**config.mk**
```make
export PLATFORM = sky130hd
export DESIGN_NAME = alu_pipe_flat
export DESIGN_NICKNAME = d
export VERILOG_FILES = /design/src/rtl/alu_pipe_pkg.sv /design/src/rtl/alu_pipe_if.sv /design/src/rtl/alu_mul_iter.sv /design/src/rtl/alu_pipe.sv /design/src/flat_wrapper.sv
export SDC_FILE = /design/constraint.sdc
export NUM_CORES = 1
export LEC_CHECK = 0
export CORE_MARGIN = 1.5
export CORE_UTILIZATION = 40
export DETAILED_ROUTE_END_ITERATION = 10
export SLEW_MARGIN = 30
export SYNTH_ARGS = -nofsm -noshare
export SYNTH_HDL_FRONTEND = slang
export SYNTH_SLANG_ARGS = --single-unit
```
**constraint.sdc**
```tcl
create_clock -name clk -period 7.86 [get_ports clk]
set_input_delay 2.358 -clock clk [delete_from_list [all_inputs] [get_ports clk]]
set_output_delay 2.358 -clock clk [all_outputs]
set_load 0.005 [all_outputs]
```
**src/rtl/alu_pipe_pkg.sv**
```systemverilog
// Shared types for the pipelined EX-stage ALU: opcode encodings and controller states.
package alu_pkg;

  localparam int ALU_OP_W = 4;

  typedef enum logic [ALU_OP_W-1:0] {
    OP_ADD  = 4'd0,
    OP_SUB  = 4'd1,
    OP_XOR  = 4'd2,
    OP_AND  = 4'd3,
    OP_OR   = 4'd4,
    OP_SLT  = 4'd5,
    OP_SLTU = 4'd6,
    OP_SLL  = 4'd7,
    OP_SRL  = 4'd8,
    OP_SRA  = 4'd9,
    OP_MUL  = 4'd10
  } alu_op_t;

  typedef enum logic {
    IDLE     = 1'b0,
    MUL_BUSY = 1'b1
  } fsm_state_t;

endpackage

```
**src/rtl/alu_pipe_if.sv**
```systemverilog
// Request/response bundle of alu_pipe; slave is the ALU side, master the requester/consumer.
interface alu_pipe_if #(
  parameter int WIDTH = 32,
  parameter int TAG_W = 4
);
  logic                         in_valid;
  logic                         in_ready;
  logic [alu_pkg::ALU_OP_W-1:0] op;
  logic [WIDTH-1:0]             a;
  logic [WIDTH-1:0]             b;
  logic [TAG_W-1:0]             in_tag;
  logic                         out_valid;
  logic                         out_ready;
  logic [WIDTH-1:0]             r;
  logic [TAG_W-1:0]             out_tag;
  logic                         zero;
  logic                         neg;
  logic                         carry;
  logic                         ovf;
  logic                         illegal;

  modport slave (
    input  in_valid, op, a, b, in_tag, out_ready,
    output in_ready, out_valid, r, out_tag, zero, neg, carry, ovf, illegal
  );

  modport master (
    output in_valid, op, a, b, in_tag, out_ready,
    input  in_ready, out_valid, r, out_tag, zero, neg, carry, ovf, illegal
  );
endinterface

```
**src/rtl/alu_mul_iter.sv**
```systemverilog
// Iterative shift-add multiplier: one partial product per cycle, WIDTH steps, low WIDTH bits kept.
module alu_mul_iter #(
  parameter int WIDTH = 32
) (
  input  logic             clk,
  input  logic             reset,
  input  logic             start,
  input  logic [WIDTH-1:0] a,
  input  logic [WIDTH-1:0] b,
  output logic             busy,
  output logic             done,
  output logic [WIDTH-1:0] product
);
  localparam int CNT_W = $clog2(WIDTH);

  logic [WIDTH-1:0] mcand_q, mcand_d;
  logic [WIDTH-1:0] mplier_q, mplier_d;
  logic [WIDTH-1:0] acc_q, acc_d;
  logic [CNT_W-1:0] cnt_q, cnt_d;
  logic             busy_q, busy_d;
  logic [WIDTH-1:0] step_sum;

  assign step_sum = acc_q + (mplier_q[0] ? mcand_q : '0);
  assign done     = busy_q && (cnt_q == CNT_W'(WIDTH - 1));
  // The final step's sum is offered combinationally so the caller loads it on the last edge.
  assign product  = step_sum;
  assign busy     = busy_q;

  always_comb begin
    mcand_d  = mcand_q;
    mplier_d = mplier_q;
    acc_d    = acc_q;
    cnt_d    = cnt_q;
    busy_d   = busy_q;
    if (start) begin
      mcand_d  = a;
      mplier_d = b;
      acc_d    = '0;
      cnt_d    = '0;
      busy_d   = 1'b1;
    end else if (busy_q) begin
      acc_d    = step_sum;
      mcand_d  = mcand_q << 1;
      mplier_d = mplier_q >> 1;
      cnt_d    = cnt_q + CNT_W'(1);
      if (done) begin
        busy_d = 1'b0;
      end
    end
  end

  always_ff @(posedge clk) begin
    if (reset) begin
      mcand_q  <= '0;
      mplier_q <= '0;
      acc_q    <= '0;
      cnt_q    <= '0;
      busy_q   <= 1'b0;
    end else begin
      mcand_q  <= mcand_d;
      mplier_q <= mplier_d;
      acc_q    <= acc_d;
      cnt_q    <= cnt_d;
      busy_q   <= busy_d;
    end
  end
endmodule

```
**src/rtl/alu_pipe.sv**
```systemverilog
// Handshaked EX-stage ALU with registered result and NZCV flags.
// Define ALU_PIPE_MUL_EN to support MUL through the iterative multiplier; otherwise MUL is illegal.
module alu_pipe
  import alu_pkg::*;
#(
  parameter int WIDTH = 32,
  parameter int TAG_W = 4
) (
  input  logic     clk,
  input  logic     reset,
  alu_pipe_if.slave bus
);
  localparam int SH_W = $clog2(WIDTH);

  fsm_state_t       state_q, state_d;
  logic [WIDTH-1:0] r_q, r_d;
  logic [TAG_W-1:0] tag_q, tag_d;
  logic             zero_q, zero_d, neg_q, neg_d, carry_q, carry_d;
  logic             ovf_q, ovf_d, illegal_q, illegal_d, out_valid_q, out_valid_d;

  logic [WIDTH:0]   sum_ext, diff_ext;
  logic [SH_W-1:0]  shamt;
  logic [WIDTH-1:0] alu_r;
  logic             alu_c, alu_v, alu_ill;

  logic             in_ready, accept, load;
  logic [WIDTH-1:0] ld_r;
  logic [TAG_W-1:0] ld_tag;
  logic             ld_c, ld_v, ld_ill;

  logic             is_mul, mul_busy, mul_done;
  logic [WIDTH-1:0] mul_prod;
  logic [TAG_W-1:0] mul_tag;

  assign sum_ext  = {1'b0, bus.a} + {1'b0, bus.b};
  assign diff_ext = {1'b0, bus.a} - {1'b0, bus.b};
  assign shamt    = bus.b[SH_W-1:0];

  always_comb begin
    alu_r   = '0;
    alu_c   = 1'b0;
    alu_v   = 1'b0;
    alu_ill = 1'b0;
    case (bus.op)
      OP_ADD: begin
        alu_r = sum_ext[WIDTH-1:0];
        alu_c = sum_ext[WIDTH];
        alu_v = (bus.a[WIDTH-1] == bus.b[WIDTH-1]) && (alu_r[WIDTH-1] != bus.a[WIDTH-1]);
      end
      OP_SUB: begin
        // carry is "no borrow", i.e. a >= b unsigned.
        alu_r = diff_ext[WIDTH-1:0];
        alu_c = ~diff_ext[WIDTH];
        alu_v = (bus.a[WIDTH-1] != bus.b[WIDTH-1]) && (alu_r[WIDTH-1] != bus.a[WIDTH-1]);
      end
      OP_XOR:  alu_r = bus.a ^ bus.b;
      OP_AND:  alu_r = bus.a & bus.b;
      OP_OR:   alu_r = bus.a | bus.b;
      OP_SLT:  alu_r = {{(WIDTH-1){1'b0}}, ($signed(bus.a) < $signed(bus.b))};
      OP_SLTU: alu_r = {{(WIDTH-1){1'b0}}, (bus.a < bus.b)};
      OP_SLL:  alu_r = bus.a << shamt;
      OP_SRL:  alu_r = bus.a >> shamt;
      OP_SRA:  alu_r = $unsigned($signed(bus.a) >>> shamt);
      default: alu_ill = 1'b1;
    endcase
  end

`ifdef ALU_PIPE_MUL_EN
  logic [TAG_W-1:0] mul_tag_q, mul_tag_d;
  logic             mul_start;

  assign is_mul    = (bus.op == OP_MUL);
  assign mul_start = (state_q == IDLE) && accept && is_mul;
  assign mul_tag_d = mul_start ? bus.in_tag : mul_tag_q;
  assign mul_tag   = mul_tag_q;

  alu_mul_iter #(.WIDTH(WIDTH)) u_mul (
    .clk     (clk),
    .reset   (reset),
    .start   (mul_start),
    .a       (bus.a),
    .b       (bus.b),
    .busy    (mul_busy),
    .done    (mul_done),
    .product (mul_prod)
  );

  always_ff @(posedge clk) begin
    if (reset) begin
      mul_tag_q <= '0;
    end else begin
      mul_tag_q <= mul_tag_d;
    end
  end
`else
  assign is_mul   = 1'b0;
  assign mul_busy = 1'b0;
  assign mul_done = 1'b0;
  assign mul_prod = '0;
  assign mul_tag  = '0;
`endif

  // A pending result blocks acceptance, so a finishing multiply always finds the output free.
  assign in_ready = (state_q == IDLE) && !mul_busy && (!out_valid_q || bus.out_ready);
  assign accept   = bus.in_valid && in_ready;

  always_comb begin
    state_d = state_q;
    load    = 1'b0;
    ld_r    = alu_r;
    ld_c    = alu_c;
    ld_v    = alu_v;
    ld_ill  = alu_ill;
    ld_tag  = bus.in_tag;
    unique case (state_q)
      IDLE: begin
        if (accept) begin
          if (is_mul) begin
            state_d = MUL_BUSY;
          end else begin
            load = 1'b1;
          end
        end
      end
      MUL_BUSY: begin
        if (mul_done) begin
          load    = 1'b1;
          ld_r    = mul_prod;
          ld_c    = 1'b0;
          ld_v    = 1'b0;
          ld_ill  = 1'b0;
          ld_tag  = mul_tag;
          state_d = IDLE;
        end
      end
    endcase
  end

  always_comb begin
    out_valid_d = out_valid_q && !bus.out_ready;
    r_d         = r_q;
    tag_d       = tag_q;
    zero_d      = zero_q;
    neg_d       = neg_q;
    carry_d     = carry_q;
    ovf_d       = ovf_q;
    illegal_d   = illegal_q;
    if (load) begin
      out_valid_d = 1'b1;
      r_d         = ld_r;
      tag_d       = ld_tag;
      zero_d      = (ld_r == '0);
      neg_d       = ld_r[WIDTH-1];
      carry_d     = ld_c;
      ovf_d       = ld_v;
      illegal_d   = ld_ill;
    end
  end

  always_ff @(posedge clk) begin
    if (reset) begin
      state_q     <= IDLE;
      r_q         <= '0;
      tag_q       <= '0;
      zero_q      <= 1'b1;
      neg_q       <= 1'b0;
      carry_q     <= 1'b0;
      ovf_q       <= 1'b0;
      illegal_q   <= 1'b0;
      out_valid_q <= 1'b0;
    end else begin
      state_q     <= state_d;
      r_q         <= r_d;
      tag_q       <= tag_d;
      zero_q      <= zero_d;
      neg_q       <= neg_d;
      carry_q     <= carry_d;
      ovf_q       <= ovf_d;
      illegal_q   <= illegal_d;
      out_valid_q <= out_valid_d;
    end
  end

  assign bus.in_ready  = in_ready;
  assign bus.out_valid = out_valid_q;
  assign bus.r         = r_q;
  assign bus.out_tag   = tag_q;
  assign bus.zero      = zero_q;
  assign bus.neg       = neg_q;
  assign bus.carry     = carry_q;
  assign bus.ovf       = ovf_q;
  assign bus.illegal   = illegal_q;
endmodule

```
**src/flat_wrapper.sv**
```systemverilog
// flat-port wrapper written by rule: the top's interface ports become plain ports
module alu_pipe_flat import alu_pkg::*;
#(
  parameter int WIDTH = 32,
  parameter int TAG_W = 4
)
  (clk, reset, bus_in_valid, bus_op, bus_a, bus_b, bus_in_tag, bus_out_ready, bus_in_ready, bus_out_valid, bus_r, bus_out_tag, bus_zero, bus_neg, bus_carry, bus_ovf, bus_illegal);
  alu_pipe_if #(.WIDTH(WIDTH), .TAG_W(TAG_W)) bus_i ();
  input  logic clk;
  input  logic reset;
  input wire logic [$bits(bus_i.in_valid)-1:0] bus_in_valid;
  input wire logic [$bits(bus_i.op)-1:0] bus_op;
  input wire logic [$bits(bus_i.a)-1:0] bus_a;
  input wire logic [$bits(bus_i.b)-1:0] bus_b;
  input wire logic [$bits(bus_i.in_tag)-1:0] bus_in_tag;
  input wire logic [$bits(bus_i.out_ready)-1:0] bus_out_ready;
  output wire logic [$bits(bus_i.in_ready)-1:0] bus_in_ready;
  output wire logic [$bits(bus_i.out_valid)-1:0] bus_out_valid;
  output wire logic [$bits(bus_i.r)-1:0] bus_r;
  output wire logic [$bits(bus_i.out_tag)-1:0] bus_out_tag;
  output wire logic [$bits(bus_i.zero)-1:0] bus_zero;
  output wire logic [$bits(bus_i.neg)-1:0] bus_neg;
  output wire logic [$bits(bus_i.carry)-1:0] bus_carry;
  output wire logic [$bits(bus_i.ovf)-1:0] bus_ovf;
  output wire logic [$bits(bus_i.illegal)-1:0] bus_illegal;
  assign bus_i.in_valid = bus_in_valid;
  assign bus_i.op = bus_op;
  assign bus_i.a = bus_a;
  assign bus_i.b = bus_b;
  assign bus_i.in_tag = bus_in_tag;
  assign bus_i.out_ready = bus_out_ready;
  assign bus_in_ready = bus_i.in_ready;
  assign bus_out_valid = bus_i.out_valid;
  assign bus_r = bus_i.r;
  assign bus_out_tag = bus_i.out_tag;
  assign bus_zero = bus_i.zero;
  assign bus_neg = bus_i.neg;
  assign bus_carry = bus_i.carry;
  assign bus_ovf = bus_i.ovf;
  assign bus_illegal = bus_i.illegal;
  alu_pipe #(.WIDTH(WIDTH), .TAG_W(TAG_W)) u_core (.clk(clk), .reset(reset), .bus(bus_i));
endmodule
```
---- Word-level counts from Yosys, hierarchy flattened ----
Cells that the tools add are included.
W data, S select, Z words.
cells by class
  bitwise operators ....................... 5
  reductions and logical operators ........ 11
  order comparisons ....................... 2
  muxes and demuxes ....................... 8
  add/sub/neg operators ................... 2
  shift operators ......................... 3
  eq/ne operators ......................... 13
operators by type and width
  cell                  number
  $pmux W32 S10         1
  $lt A32 B32 Y1        2
  $add A32 B32 Y33      1
  $sub A32 B32 Y33      1
  $and A32 B32 Y32      1
  $logic_not A32 Y1     1
  $or A32 B32 Y32       1
  $shl A32 B5 Y32       1
  $shr A32 B5 Y32       1
  $sshr A32 B5 Y32      1
  $xor A32 B32 Y32      1
  $eq A4 B3 Y1 const B  4
  $reduce_or A10 Y1     1
  $eq A4 B2 Y1 const B  2
  $eq A4 B4 Y1 const B  2
  $pmux W1 S2           4
  $logic_and A1 B1 Y1   5
  $eq A4 B1 Y1 const B  1
  $logic_not A4 Y1      1
  $mux W1               3
  $ne A1 B1 Y1          3
  $logic_not A1 Y1      2
  $not A1 Y1            2
  $eq A1 B1 Y1          1
  $logic_or A1 B1 Y1    1
word-level totals
  bits in registers ....................... 43
  logic and storage cells ................. 53
  output and inout bits ................... 43
  input port bits ......................... 76

---- Longest topological paths before layout ----
  depth in word-level cells ............... 7
  gate-level depth with buffers ........... 17
  depth with buffers taken out ............ 14

---- Least setup slack after synthesis ----
Ideal clock, no wire load.
  path type ............................... input -> register
  start ................................... in bus_b[2]
  end ..................................... reg u_core.zero_q (netlist: u_core.bus.zero)
  required time ........................... 7.801 ns
  library setup time ...................... 0.059 ns
  data arrival time ....................... 6.330 ns
  setup slack ............................. 1.471 ns
  path buffers ............................ 4
  cell stages on the path ................. 17
  path through ............................ buf_2 > clkinv_1 > buf_1 > clkbuf_1 > ha_1 > buf_2 > o21bai_1 > a2111oi_0 > o211ai_1 > a21oi_1 > o21ai_1 > a21oi_1 > o22ai_1 > a211o_1 > or4_1 > nor4_1 > a31o_1
between the ends
  longest elaborated chain between the ends .. 3
  elaborated cells between the ends (all ways) .. 12
  those cells by class .................... add/sub: 2; order compare: 2; shift: 3; mux: 1; bitwise: 3; reduce/logical: 1
RTL lines
  element                                         RTL line            RTL
  from (decl)                                     flat_wrapper.sv:14  input wire logic [$bits(bus_i.b)-1:0] bus_b;
  $sub A32 B32 Y33, or another cell as far along  alu_pipe.sv:36      assign diff_ext = {1'b0, bus.a} - {1'b0, bus.b};
  $pmux W32 S10 *                                 alu_pipe.sv:44      case (bus.op)
  $logic_not A32 Y1 *                             alu_pipe.sv:152     zero_d = (ld_r == '0);
  to (signal assigned)                            alu_pipe.sv:175     zero_q <= zero_d;
  to (decl)                                       alu_pipe.sv:18      logic zero_q, zero_d, neg_q, neg_d, carry_q, carry_d;
Mark *: on every way between the ends. The rest lies on a longest branch, timed or not.
A chain may end at the register's enable or synchronous reset.

---- Worst setup path after layout ----
  start ................................... in bus_a[1]
  end ..................................... reg u_core.zero_q (netlist: u_core.bus.zero)
between the ends
  longest elaborated chain between the ends .. 3
  elaborated cells between the ends (all ways) .. 12
  those cells by class .................... add/sub: 2; order compare: 2; shift: 3; mux: 1; bitwise: 3; reduce/logical: 1
RTL lines
  element                                         RTL line            RTL
  from (decl)                                     flat_wrapper.sv:13  input wire logic [$bits(bus_i.a)-1:0] bus_a;
  $sub A32 B32 Y33, or another cell as far along  alu_pipe.sv:36
  $pmux W32 S10 *                                 alu_pipe.sv:44
  $logic_not A32 Y1 *                             alu_pipe.sv:152
Marks and branches as above.

==> metrics.txt <==
setup repair bufs after CTS=0; mean post-synth cell area=7.21 um2; Setup TNS=0 ps; CP Class=in -> reg; #FFs+latches synth=41; CTS tree=done; Place WS=580 ps; Final Max Slew Viols=0; VDD IR max=slightly below 0.00007 V; Max-Cap Viols=0; drt total wl=59300 um; antenna violations before repair=5; final period utilization=90.7%; Hold Vio Cnt, Final=0; RD Place Congestion=1.04; HP Class=reg -> reg; CP startpoint kind=primary input; Slew headroom=29.5%; Die Wd=approximately 170 um; Async SR Flop Fraction=0%; io pins=119; worst skew pair latency=roughly 280 ps; Mapped Cells=1603; final count of negative-setup-slack endpoints=0; detailed-route via count=13.9k; Worst Skew=just over 4 ps; vias in the first global route=13.3k; via/cell ratio=6.79; status=finished clean; CP Data Required Time=8090 ps; dominant cells by area after synthesis=mux4_2 11%, ha_1 11%, dfxtp_1 7.1%; area of the core=0.0285 mm2; DP HPWL=47800 um; Period minus WS final=7130 ps; Mapped Area=0.0116 mm2; DRC viols=0; Max clock buf depth=2; fmax=between 0.1 and 0.15 GHz; post-synth top area share=11.3%; CTS buffer count=5; ys flop type=dfxtp_1; first-pass GRT wire length=slightly below 90000 um; PortBufs=118; CP endpoint kind=flop; fin nets=about 1.8k; clock sinks=41; 1st-pass router iterations=6; post-detailed-route wirelength per cell=28.9 um; Cell Area, Placed=0.0132 mm2; gr ovfl total=0; Power Dens Cells=~100 mW/mm2; largest net degree at the start of global routing=78; ANT nets after route=0; Setup WS post-layout=727 ps; Clock Pin Slew Worst Setup and Hold Paths=60 ps; share of layout cells above drive strength 1=12.2%; clock root buffer=clkbuf_16; Layout area overhead=15.5%; worst path arrival time=7360 ps; ant diodes=0; RSZ-0062 raised after global routing=false; initial DRC count=1537; Leak=5.35 nW; Worst-Margin Slew=1050 ps; worst-path fanout max=11; cts repair resizes=0; cts hold-fix bufs=0; Die ar.=between 0.02 and 0.03 mm2; Final Instance Area=0.0134 mm2; initial core utilization=40.5%; Post-synth EDFFs=0; sequential area share after synthesis=under 10%; htree depth=2; Warnings, synthesis=0; post-synthesis net count=1781; synth unique cells=90; Rows=just over 60; Yosys top cell by area=mux4_2; Die H=173 um; All-Layer GR Usage=38.7%
-- state kept, by name, indices dropped and copies added (netlist names) --
register,count
u_core.bus.r,31
u_core.bus.carry,1
u_core.bus.zero,1
u_core.bus.neg,1
u_core.bus.out_valid,1
u_core.bus.illegal,1
u_core.bus.out_tag,4
u_core.bus.ovf,1
-- routing by layer --
metal / vias up / GRT usage, % / share of wire (%)
met5: - / 0 / 0.022
met4: 2 / 17.9 / 5.2
met3: 157 / 6.27 / 10
met2: 835 / 61.0 / 44
met1: 6774 / 51.8 / 41
li1: 6157 / - / -
-- per-stage QoR --
| stage | hold WS, ps | utilization (%) | total power [W] | std cells |
|---|---|---|---|---|
| floorplan | 448 | - | 0.000781 | 1603 |
| global placement | 442 | 46.3 | 0.00113 | 2044 |
| detailed placement | 447 | 46.3 | 0.00113 | 2044 |
| CTS | 456 | 46.8 | 0.00133 | 2052 |
| global route | 466 | 46.8 | 0.00142 | 2052 |
| finish | 450 | 46.8 | 0.00135 | 2052 |
-- worst max-delay path, cell delays in order --
cell	delay [ps]
clkdlybuf4s50_1	720
inv_1	190
fa_1	470
o21bai_1	290
a2111oi_0	180
buf_4	170
nor4_1	720
o21ai_0	340
a21oi_1	440
a31oi_1	210
xnor2_1	190
o211ai_1	150
or4_1	580
nor4_1	190
a31o_1	170
-- where the power goes --
group | leakage (nW) | internal [W] | switching, W
Combinational | 4.94 | 0.000351 | 0.000573
Sequential | 0.339 | 0.000225 | 0.00000840
Clock | 0.0706 | 0.000116 | 0.0000761
-- cell usage after synthesis (19+ instances only) --
cell,instances
a211oi_1,50
a21oi_1,124
a31oi_1,19
buf_2,29
clkbuf_1,82
dfxtp_1,41
ha_1,100
inv_1,90
mux2_2,19
mux2i_1,44
mux4_2,58
nand2_1,145
nand3_1,44
nor2_1,176
nor2b_1,21
nor3_1,53
o211ai_1,27
o21ai_0,76
xnor2_1,20
-- placed cells by master, fill, tap and decap left out, drive strengths merged, types with 21 or more instances in the layout --
cell / synthesis / layout
nor2: 176 / 176
nand2: 145 / 145
a21oi: 124 / 124
clkdlybuf4s50: 0 / 114
ha: 100 / 100
inv: 91 / 91
buf: 57 / 82
o21ai: 82 / 82
mux4: 59 / 59
nor3: 53 / 53
a211oi: 52 / 52
mux2i: 44 / 44
nand3: 44 / 44
dfxtp: 41 / 41
o211ai: 27 / 27
mux2: 22 / 22
nor2b: 21 / 21
-- layout make-up --
class / instances / area [um2]
clock buffer: 6 / 129
clock inverter: 2 / 10.0
fill: 3027 / 15200
inverter: 94 / 353
multi-input combinational: 1329 / 9770
sequential: 41 / 821
tap: 384 / 480
timing repair buffer: 196 / 1790
-- kinds of logic after synthesis --
kind of cell	share of synthesized area (%)
compound gates	30.2
xor+xnor	1.67
fa+ha+maj	11.2
buf+inv	8.49
flops	7.10
mux	17.5
simple gates	23.9
-- worst paths after layout --
kind	endpoint	from	cells past startpoint	slack, ps
worst max-delay path	u_core.bus.zero	bus_a[1]	15	730
worst min-delay path	u_core.bus.illegal	u_core.bus.illegal	2	450
worst max register to register	u_core.bus.zero	u_core.bus.out_valid	12	4400
worst min register to register	u_core.bus.illegal	u_core.bus.illegal	2	450
No activity file was read; power rests on OpenSTA's default activity.
